`src/rtl/mul_div_sequencer.sv`:
```
// Multi-cycle unsigned MUL/MULHU/DIVU/REMU unit: one shift-add or restoring-divide
// iteration per clock, XLEN iterations, start/busy/done handshake.
module mul_div_sequencer #(
  parameter int XLEN = 32
) (
  input  logic            clk,
  input  logic            rst,
  input  logic            start,
  input  logic [1:0]      op,
  input  logic [XLEN-1:0] in1,
  input  logic [XLEN-1:0] in2,
  output logic            busy,
  output logic            done,
  output logic [XLEN-1:0] out,
  output logic            div_by_zero
);
  localparam int CW = $clog2(XLEN) + 1;

  typedef enum logic [1:0] {S_IDLE, S_RUN, S_DONE} state_t;

  state_t              r_state, w_next;
  logic [1:0]          r_op;
  logic [XLEN-1:0]     r_a;
  logic [XLEN-1:0]     r_b;
  logic [2*XLEN-1:0]   r_acc;
  logic [CW-1:0]       r_cnt;
  logic [XLEN-1:0]     r_out;
  logic                r_dbz;

  logic                w_accept;
  logic                w_last;
  logic [XLEN:0]       w_madd;
  logic [2*XLEN-1:0]   w_mul_acc;
  logic [XLEN:0]       w_rsh;
  logic                w_fits;
  logic [XLEN-1:0]     w_sub;
  logic [2*XLEN-1:0]   w_div_acc;
  logic [2*XLEN-1:0]   w_acc_nxt;
  logic [XLEN-1:0]     w_result;

  // A start in DONE is taken exactly like one in IDLE; only RUN ignores it.
  assign w_accept = start && (r_state != S_RUN);
  assign w_last   = (r_cnt == CW'(XLEN - 1));

  always_comb begin
    w_next = r_state;
    case (r_state)
      S_IDLE:  if (start) w_next = S_RUN;
      S_RUN:   if (w_last) w_next = S_DONE;
      S_DONE:  w_next = start ? S_RUN : S_IDLE;
      default: w_next = S_IDLE;
    endcase
  end

  // Shift-add: multiplier bits consumed from r_b LSB, product settles in r_acc.
  assign w_madd    = {1'b0, r_acc[2*XLEN-1:XLEN]} + (r_b[0] ? {1'b0, r_a} : '0);
  assign w_mul_acc = {w_madd, r_acc[XLEN-1:1]};

  // Restoring divide: r_acc = {remainder, dividend->quotient}, r_b = divisor.
  // When the trial fits, the difference is below the divisor so XLEN bits suffice.
  assign w_rsh     = {r_acc[2*XLEN-1:XLEN], r_acc[XLEN-1]};
  assign w_fits    = (w_rsh >= {1'b0, r_b});
  assign w_sub     = w_rsh[XLEN-1:0] - r_b;
  assign w_div_acc = w_fits ? {w_sub,            r_acc[XLEN-2:0], 1'b1}
                            : {w_rsh[XLEN-1:0],  r_acc[XLEN-2:0], 1'b0};

  assign w_acc_nxt = r_op[1] ? w_div_acc : w_mul_acc;

  always_comb begin
    w_result = '0;
    case (r_op)
      2'b00:   w_result = w_acc_nxt[XLEN-1:0];
      2'b01:   w_result = w_acc_nxt[2*XLEN-1:XLEN];
      2'b10:   w_result = w_acc_nxt[XLEN-1:0];
      default: w_result = w_acc_nxt[2*XLEN-1:XLEN];
    endcase
  end

  always_ff @(posedge clk) begin
    if (rst) begin
      r_state <= S_IDLE;
      r_op    <= '0;
      r_a     <= '0;
      r_b     <= '0;
      r_acc   <= '0;
      r_cnt   <= '0;
      r_out   <= '0;
      r_dbz   <= 1'b0;
    end else begin
      r_state <= w_next;
      if (w_accept) begin
        r_op  <= op;
        r_a   <= in1;
        r_b   <= in2;
        r_acc <= op[1] ? {{XLEN{1'b0}}, in1} : '0;
        r_cnt <= '0;
      end else if (r_state == S_RUN) begin
        r_acc <= w_acc_nxt;
        r_cnt <= r_cnt + CW'(1);
        if (!r_op[1]) r_b <= r_b >> 1;
        if (w_last) begin
          r_out <= w_result;
          r_dbz <= r_op[1] && (r_b == '0);
        end
      end
    end
  end

  assign busy        = (r_state == S_RUN);
  assign done        = (r_state == S_DONE);
  assign out         = r_out;
  assign div_by_zero = r_dbz;

endmodule

```
`config.mk`:
```
export PLATFORM = sky130hd
export DESIGN_NAME = mul_div_sequencer
export DESIGN_NICKNAME = d
export VERILOG_FILES = /design/src/rtl/mul_div_sequencer.sv
export SDC_FILE = /design/constraint.sdc
export NUM_CORES = 1
export LEC_CHECK = 0
export BUFFER_PORTS_ARGS = -buffer_cell sky130_fd_sc_hd__buf_2
export CORE_MARGIN = 1
export CORE_UTILIZATION = 65
export CTS_CLUSTER_DIAMETER = 200
export DETAILED_ROUTE_END_ITERATION = 8
export GPL_ROUTABILITY_DRIVEN = 0
export HOLD_SLACK_MARGIN = 0.06
export PLACE_DENSITY = 0.86
export REMOVE_ABC_BUFFERS = 1
export SYNTH_ARGS = -nofsm -noshare
export SYNTH_HDL_FRONTEND = slang
export SYNTH_SLANG_ARGS = --single-unit
```
`constraint.sdc`:
```
create_clock -name clk -period 7.3 [get_ports clk]
set_input_delay 1.825 -clock clk [delete_from_list [all_inputs] [get_ports clk]]
set_output_delay 1.825 -clock clk [all_outputs]
set_load 0.02 [all_outputs]
```
==> impl_results.md, run 1 <==
- Row cnt: 48
- Clock Latency Late Sink: 0.44 ns
- Clock sink total: between 150 and 200
- Placed Area: approximately 12000 um2
- Antenna violations before repair: 0
- Cell Pwr Density: about 210 nW/um2
- Non-filler cells, final: roughly 1800
- Status: finished, final reports clean
- Gate power share: 27.8%
- Post-synth top area share: between 20 and 30%
- VDD IR max: 0.000244 V
- Detailed-placement wirelength estimate: approximately 25000 um
- Yosys top cell by area: dfxtp_1
- DP Cell Count: ~1800
- Startpoint Class: flop
- Number of port buffers: 103
- Die height: 137 um
- Worst setup path class: reg2reg
- Vias: between 10000 and 15000
- Endpoints failing setup: 0
- Drt drc: 0
- EDFF count, synth: 0
- Number of global-route vias before repair: 11600
- Area contributors post-synth: dfxtp_1, nand2_1, ha_1
- Core Region: around 18000 um2
- Longest Clk Path Bufs: 2
- Asr flop ratio synth: 0%
- Synth-to-Final Area Change: 9.42%
- Post-DR vias/cell: approximately 6.8
- CP endpoint kind: flop
- Post-Route WL: around 36000 um
- Final max-slew violation count: 0
- Pre-CTS WS: 3.08 ns
- Seq cells post-synth: approximately 170
- Pint: roughly 1.7 mW
- Worst setup margin: roughly 3.4 ns
- Total GRT Usage: about two fifths
- Clk_skew: around 0.012 ns
- Most instantiated cells after synthesis: nand2_1, dfxtp_1, a21oi_1, nor2_1, o21ai_0
- Setup_tns: 0 ns
- Die ar.: 18700 um2
- Clock root buffer: clkbuf_16
- Chip width: ~140 um
- Synthesized area: between 10000 and 15000 um2
- Syn Area/Cell: roughly 7.6 um2
- Diodes inserted: 0
- CP required: ~7.7 ns
- ANT nets after route: 0
- Static leakage: 5.35 nW
- RSZ-0062 raised after global routing: no
- Clock Power Share: ~33%
- Prevailing post-synth register cell: dfxtp_1
- HP Class: reg2reg
- CTS tree: yes
- IO Count: 104
- Reg power frac: 39.1%
- Post-cts sizing count: 0
- Max-slew headroom: a little under half
- DR pass1 iterations: 6
- Post-layout net count: 1732
- Post-route cell area: between 10000 and 15000 um2
- F_max: between 200 and 300 MHz
- Global-route wire length before repair: 57100 um
- WL/cell: just under 20 um
- Starting Density: 67.4%
- CTS clk-pin slew, worst paths: approximately 0.07 ns
- Number of max-cap violations: 0
- Total power: ~2.7 mW
- Synth unique cells: 80
- CTS Hold Bufs: 0
- Post-Syn Instances: ~1600
- Num CTS Buffers: 17
- Largest net degree at the start of global routing: 68
- Setup Buffers After CTS: 0
- 1st-iter DRT viols: 1299
- Switch Pwr: ~0.95 mW
- Crit path time final: approximately 4 ns
- Seq/Total Area, Yosys: between 20 and 30%
- Max FO, Critical Path: 23
- Worst slew pin tran: around 0.82 ns
- H-tree levels: 4
- Top-count cell post-synth: nand2_1
- Sw frac: between 30% and 40%
- Final hold viol count: 0
- Final period util: 53.3%
- Worst Path Arrival: approximately 4.3 ns
- Total grt overflow: 0
- Share of cells above drive strength 1: approximately an eighth
- Yosys warning count: 0
-- sequential cells by signal, indices dropped and copies added (netlist names) --
register and cells:
out 32, r_cnt 6, div_by_zero 1, r_op 2, r_acc 64, r_b 32
r_state 2, r_a 32
-- critical path: stages, from the launching register on --
cell,delay [ns]
dfxtp_1,0.39
inv_1,0.12
ha_1,0.33
nor2b_1,0.17
o31ai_4,0.26
a211oi_2,0.13
or2_1,0.35
o211ai_2,0.58
nand2_2,0.46
mux2i_1,0.27
mux4_2,0.53
a211oi_1,0.23
-- power groups by stage --
stage	sequential [mW]	clock (mW)	combinational, mW
final	1.05	0.888	0.747
after global routing	1.05	0.925	0.814
after floorplan	1.05	0	0.520
after global placement	1.06	0	0.702
after CTS	1.04	0.889	0.730
after detailed placement	1.07	0	0.722
-- cell families after synthesis --
group	share of synthesized area, %
compound gates	27.9
xor+xnor	3.41
fa+ha+maj	7.22
buf+inv	5.44
flops	29.0
mux	4.10
simple gates	22.9
-- final timing paths --
path           start  endpoint  slack [ns]  cells after the start
max           r_b[1]   out[13]        3.41                     11
min          r_a[31]   r_a[31]        0.45                      2
max reg2reg   r_b[1]   out[13]        3.41                     11
min reg2reg  r_a[31]   r_a[31]        0.45                      2
-- metrics by stage --
step           utilization [%]  hold WS [ns]
3_5_place_dp              70.5         0.443
4_1_cts                   73.7         0.453
2_1_floorplan                -         0.426
3_3_place_gp              70.5         0.438
6_report                  73.7         0.452
5_1_grt                   73.7         0.473
-- per-layer routing --
layer	track usage, %	share of wire, %
met3	6.33	9.5
met1	47.4	39
met4	28.0	6.5
met5	0	0
met2	63.2	45
-- layout by cell type (no fill, tap or decap), types with 9 or more instances in the layout --
cell type  instances
nor3_1            33
nand4_1           12
ha_1              65
o21a_1            13
a21oi_1          123
nor2_1           103
and2_1            36
o21ai_0           94
inv_1             58
a211oi_1          48
buf_4             18
a311oi_1          56
o22ai_1            9
a31oi_1           20
clkbuf_16         17
buf_2            102
nand2_1          224
xor2_1            22
dfxtp_1          170
or3_1             17
and3_1            38
nand3_1           73
nor4_1            11
mux2_2            15
xnor2_1           24
mux2i_1           27
nor2b_1            9
o211ai_1          12
a21o_1            24
-- layout make-up --
cell class                 count  area, um2
fill                        1389       4610
clock inverter                12        110
tap                          225        282
sequential                   171       3430
inverter                      61        229
timing repair buffer         120        646
clock buffer                  20        457
multi-input combinational   1225       7770
No activity file was read; power rests on OpenSTA's default activity.
==> run 2, diff against run 1 <==
Settings changed: ABC_AREA set to 1, CORE_UTILIZATION 65 to 56, PLACE_DENSITY 0.86 to 0.78.
Clock period 7.3 ns to 3.45 ns, I/O delays scaled along.
==> impl_results.md, run 2 <==
- Post-synth top area share: 26.2% (was 29.0%)
- DR pass1 iterations: 8 (was 6)
- Prevailing post-synth register cell: dfxtp_1 (unchanged)
- CP endpoint kind: flop (unchanged)
- Yosys top cell by area: dfxtp_1 (unchanged)
- Die height: 155 um (was 137 um)
- Final Core Density: 63.5% (was 73.7%)
- Number of port buffers: 103 (unchanged)
- Hold Path Depth: 2 (unchanged)
- Longest Clk Path Bufs: 2 (unchanged)
- Clock sink total: 171 (unchanged)
- Post-cts sizing count: 0 (unchanged)
- Top-count cell post-synth: nand2_1 (unchanged)
- Number of global-route vias before repair: 14000 (was 11600)
- WHS Endpoint: out[1] (was r_a[31])
- Post-DR vias/cell: 5.83 (was 6.79)
- Number of max-cap violations: 0 (unchanged)
- Largest net degree at the start of global routing: 66 (was 68)
- H-tree levels: 4 (unchanged)
- 1st-iter DRT viols: 1735 (was 1299)
- Most frequent cells in the layout: nand2_1, inv_1, nor2_1, dfxtp_1, a21oi_1 (was nand2_1, dfxtp_1, a21oi_1, nor2_1, buf_2)
- Total grt overflow: 0 (unchanged)
- Max-slew headroom: 36.2% (was 45.4%)
- Synth Area in Simple Gates: 37.7% (was 22.9%)
- Worst setup margin: 0.487 ns (was 3.41 ns)
- Chip width: 155 um (was 137 um)
- Crit path time final: 2.96 ns (was 3.89 ns)
- Worst Path Arrival: 3.29 ns (was 4.25 ns)
- Die ar.: 23900 um2 (was 18700 um2)
- Final period util: 85.9% (was 53.3%)
- Final max-slew violation count: 0 (unchanged)
- Starting Density: 57.3% (was 67.4%)
- Num CTS Buffers: 17 (unchanged)
- Post-layout net count: 2418 (was 1732)
- Reg with most FFs: r_acc (unchanged)
- Global-route wire length before repair: 69300 um (was 57100 um)
- Total GRT Usage: 36.5% (was 39.2%)
- Most instantiated cells after synthesis: nand2_1, inv_1, nor2_1, dfxtp_1, a21oi_1 (was nand2_1, dfxtp_1, a21oi_1, nor2_1, o21ai_0)
- Top delay family on crit path: simple AND/OR/NAND/NOR gates (was compound AO/OA/AOI/OAI gates)
- Compound-Gate Fraction of Synth Area: 16.4% (was 27.9%)
- EDFF count, synth: 0 (unchanged)
- Worst setup path class: reg2reg (unchanged)
- Yosys warning count: 0 (unchanged)
- Commonest non-fill, non-tap cell in the layout: nand2_1 (unchanged)
- Syn Area/Cell: 5.85 um2 (was 7.55 um2)
- Max reg flops: 64 (unchanged)
- Cell Pwr Density: 398 nW/um2 (was 207 nW/um2)
- Status: finished, final reports clean (unchanged)
- WL/cell: 16.8 um (was 19.6 um)
- Worst R2R End: r_acc[52] (was out[13])
- IO Count: 104 (unchanged)
- Worst slew pin tran: 0.956 ns (was 0.819 ns)
- Main combinational cell family by area after synthesis: simple AND/OR/NAND/NOR gates (was compound AO/OA/AOI/OAI gates)
- VDD IR max: 0.000265 V (was 0.000244 V)
- ANT nets after route: 0 (unchanged)
- CTS tree: yes (unchanged)
- Post-Syn Instances: 2232 (was 1564)
- Adder-Cell Fraction of Synth Area: 6.54% (was 7.22%)
- Synth-to-Final Area Change: 10.7% (was 9.42%)
- Clock root buffer: clkbuf_16 (unchanged)
- HP Class: reg2reg (unchanged)
- Startpoint Class: flop (unchanged)
- Endpoints failing setup: 0 (unchanged)
- Register area: 3430 um2 (about the same)
- Core Region: 22800 um2 (was 17500 um2)
- Post-Route WL: 43800 um (was 35900 um)
- Area of the multi-input gates: 8100 um2 (was 7770 um2)
- CTS clk-pin slew, worst paths: 0.07 ns (about the same)
- CP required: 3.78 ns (was 7.66 ns)
- Setup Buffers After CTS: 0 (unchanged)
- Asr flop ratio synth: 0% (unchanged)
- Drt drc: 0 (unchanged)
- Antenna violations before repair: 3 (was 0)
- Worst Path Buf+Inv: 2 (was 1)
- Synth unique cells: 39 (was 80)
- Hold Crit Start: out[1] (was r_a[31])
- R2R depth: 13 (was 11)
- Mux contribution to synthesized area: 0% (was 4.10%)
- Final hold viol count: 0 (unchanged)
- Synth Area in XOR/XNOR: 1.27% (was 3.41%)
- Max FO, Critical Path: 28 (was 23)
- Worst path slowest cell: ha_1 (was o211ai_2)
- Synthesized area: 13100 um2 (was 11800 um2)
- Placed Area: 13800 um2 (was 12400 um2)
- CTS Hold Bufs: 0 (unchanged)
- FF-to-FF setup slack: 0.49 ns (was 3.41 ns)
- Share of cells above drive strength 1: 8.19% (was 12.7%)
- CP Cell Sequence: inv_1, ha_1, nand2_1, nor3_1, nand2_1, nor2_1, nand2_4, a21oi_4, buf_4, nand2_1, nand3_1, nand2_1, a21oi_1 (was inv_1, ha_1, nor2b_1, o31ai_4, a211oi_2, or2_1, o211ai_2, nand2_2, mux2i_1, mux4_2, a211oi_1)
- Clk_skew: 0.0133 ns (was 0.0121 ns)
- Seq/Total Area, Yosys: 26.2% (was 29.0%)
- Detailed-placement wirelength estimate: 32600 um (was 25000 um)
- Post-route cell area: 14500 um2 (was 12900 um2)
- Pre-CTS WS: 0.617 ns (was 3.08 ns)
- CP most frequent cell: nand2_1
- Area contributors post-synth: dfxtp_1, nand2_1, inv_1 (was dfxtp_1, nand2_1, ha_1)
- RSZ-0062 raised after global routing: no (unchanged)
- F_max: 337 MHz (was 257 MHz)
- Diodes inserted: 0 (unchanged)
- Row cnt: 55 (was 48)
- Static leakage: 7.30 nW (was 5.35 nW)
- Vias: 15200 (was 12400)
- Clock Latency Late Sink: 0.45 ns (was 0.44 ns)
- Seq cells post-synth: 171 (unchanged)
- Critical Path Max Stage Delay: 0.38 ns (was 0.58 ns)
- Fill count: 2207 (was 1389)
- Worst reg2reg startpoint: r_b[29] (was r_b[1])
==> run 2: cell families after synthesis <==
group / after synthesis
AO/OA/AOI/OAI: 381
AND/OR/NAND/NOR: 1189
flip-flops: 171
XOR/XNOR: 19
adder cells (fa/ha/maj): 67
buffers and inverters: 405
==> run 2: where the power goes <==
| part | total [mW] | leakage [nW] | switching [mW] | internal (mW) |
|---|---|---|---|---|
| logic | 1.44 | 5.58 | 1.01 | 0.429 |
| registers | 2.17 | 1.40 | 0.0818 | 2.09 |
| clock network | 2.14 | 0.316 | 0.955 | 1.18 |
==> run 2: how the worst max path moves through the flow <==
stage                     startpoint         to  slack (ns)  cells past startpoint
after floorplan           r_state[0]  r_acc[10]       -2.10                      9
after global placement        r_b[0]    out[27]        0.62                     16
after detailed placement      r_b[0]    out[27]        0.62                     16
after CTS                     r_b[0]    out[27]        0.59                     17
after global routing          r_b[0]  r_acc[57]        0.22                     17
final                        r_b[29]  r_acc[52]        0.49                     13
==> run 2: layer usage <==
metal / up-vias / routed length (um) / global-route usage [%]
li1: 7311 / - / -
met1: 6811 / 17800 / 47.4
met2: 896 / 18700 / 56.7
met3: 183 / 5040 / 8.18
met4: 4 / 2190 / 18.8
met5: - / 25 / 0
==> run 2: through the flow <==
stage               TNS [ns]  power, mW  hold slack, ns  std cells
finish                     0       5.75           0.461       2608
global route               0       5.99           0.481       2608
CTS                        0       5.71           0.464       2608
detailed placement         0       3.59           0.452       2576
global placement           0       3.58           0.447       2576
floorplan            -211.33       3.13           0.419       2136
==> run 2: final cells by class <==
type                            instances  share of cell area [%]
Multi-Input combinational cell       1656                    56.1
Sequential cell                       171                    23.7
Inverter                              309                    8.02
Timing Repair Buffer                  127                    5.00
Clock buffer                           17                    2.94
Tap cell                              313                    2.71
Clock inverter                         15                    1.54
==> run 2: worst min-delay path, delay by kind of cell, from the launching register on <==
kind            cells  cell delay, ns
simple gates        1            0.06
compound gates      1            0.05
flops               1            0.31
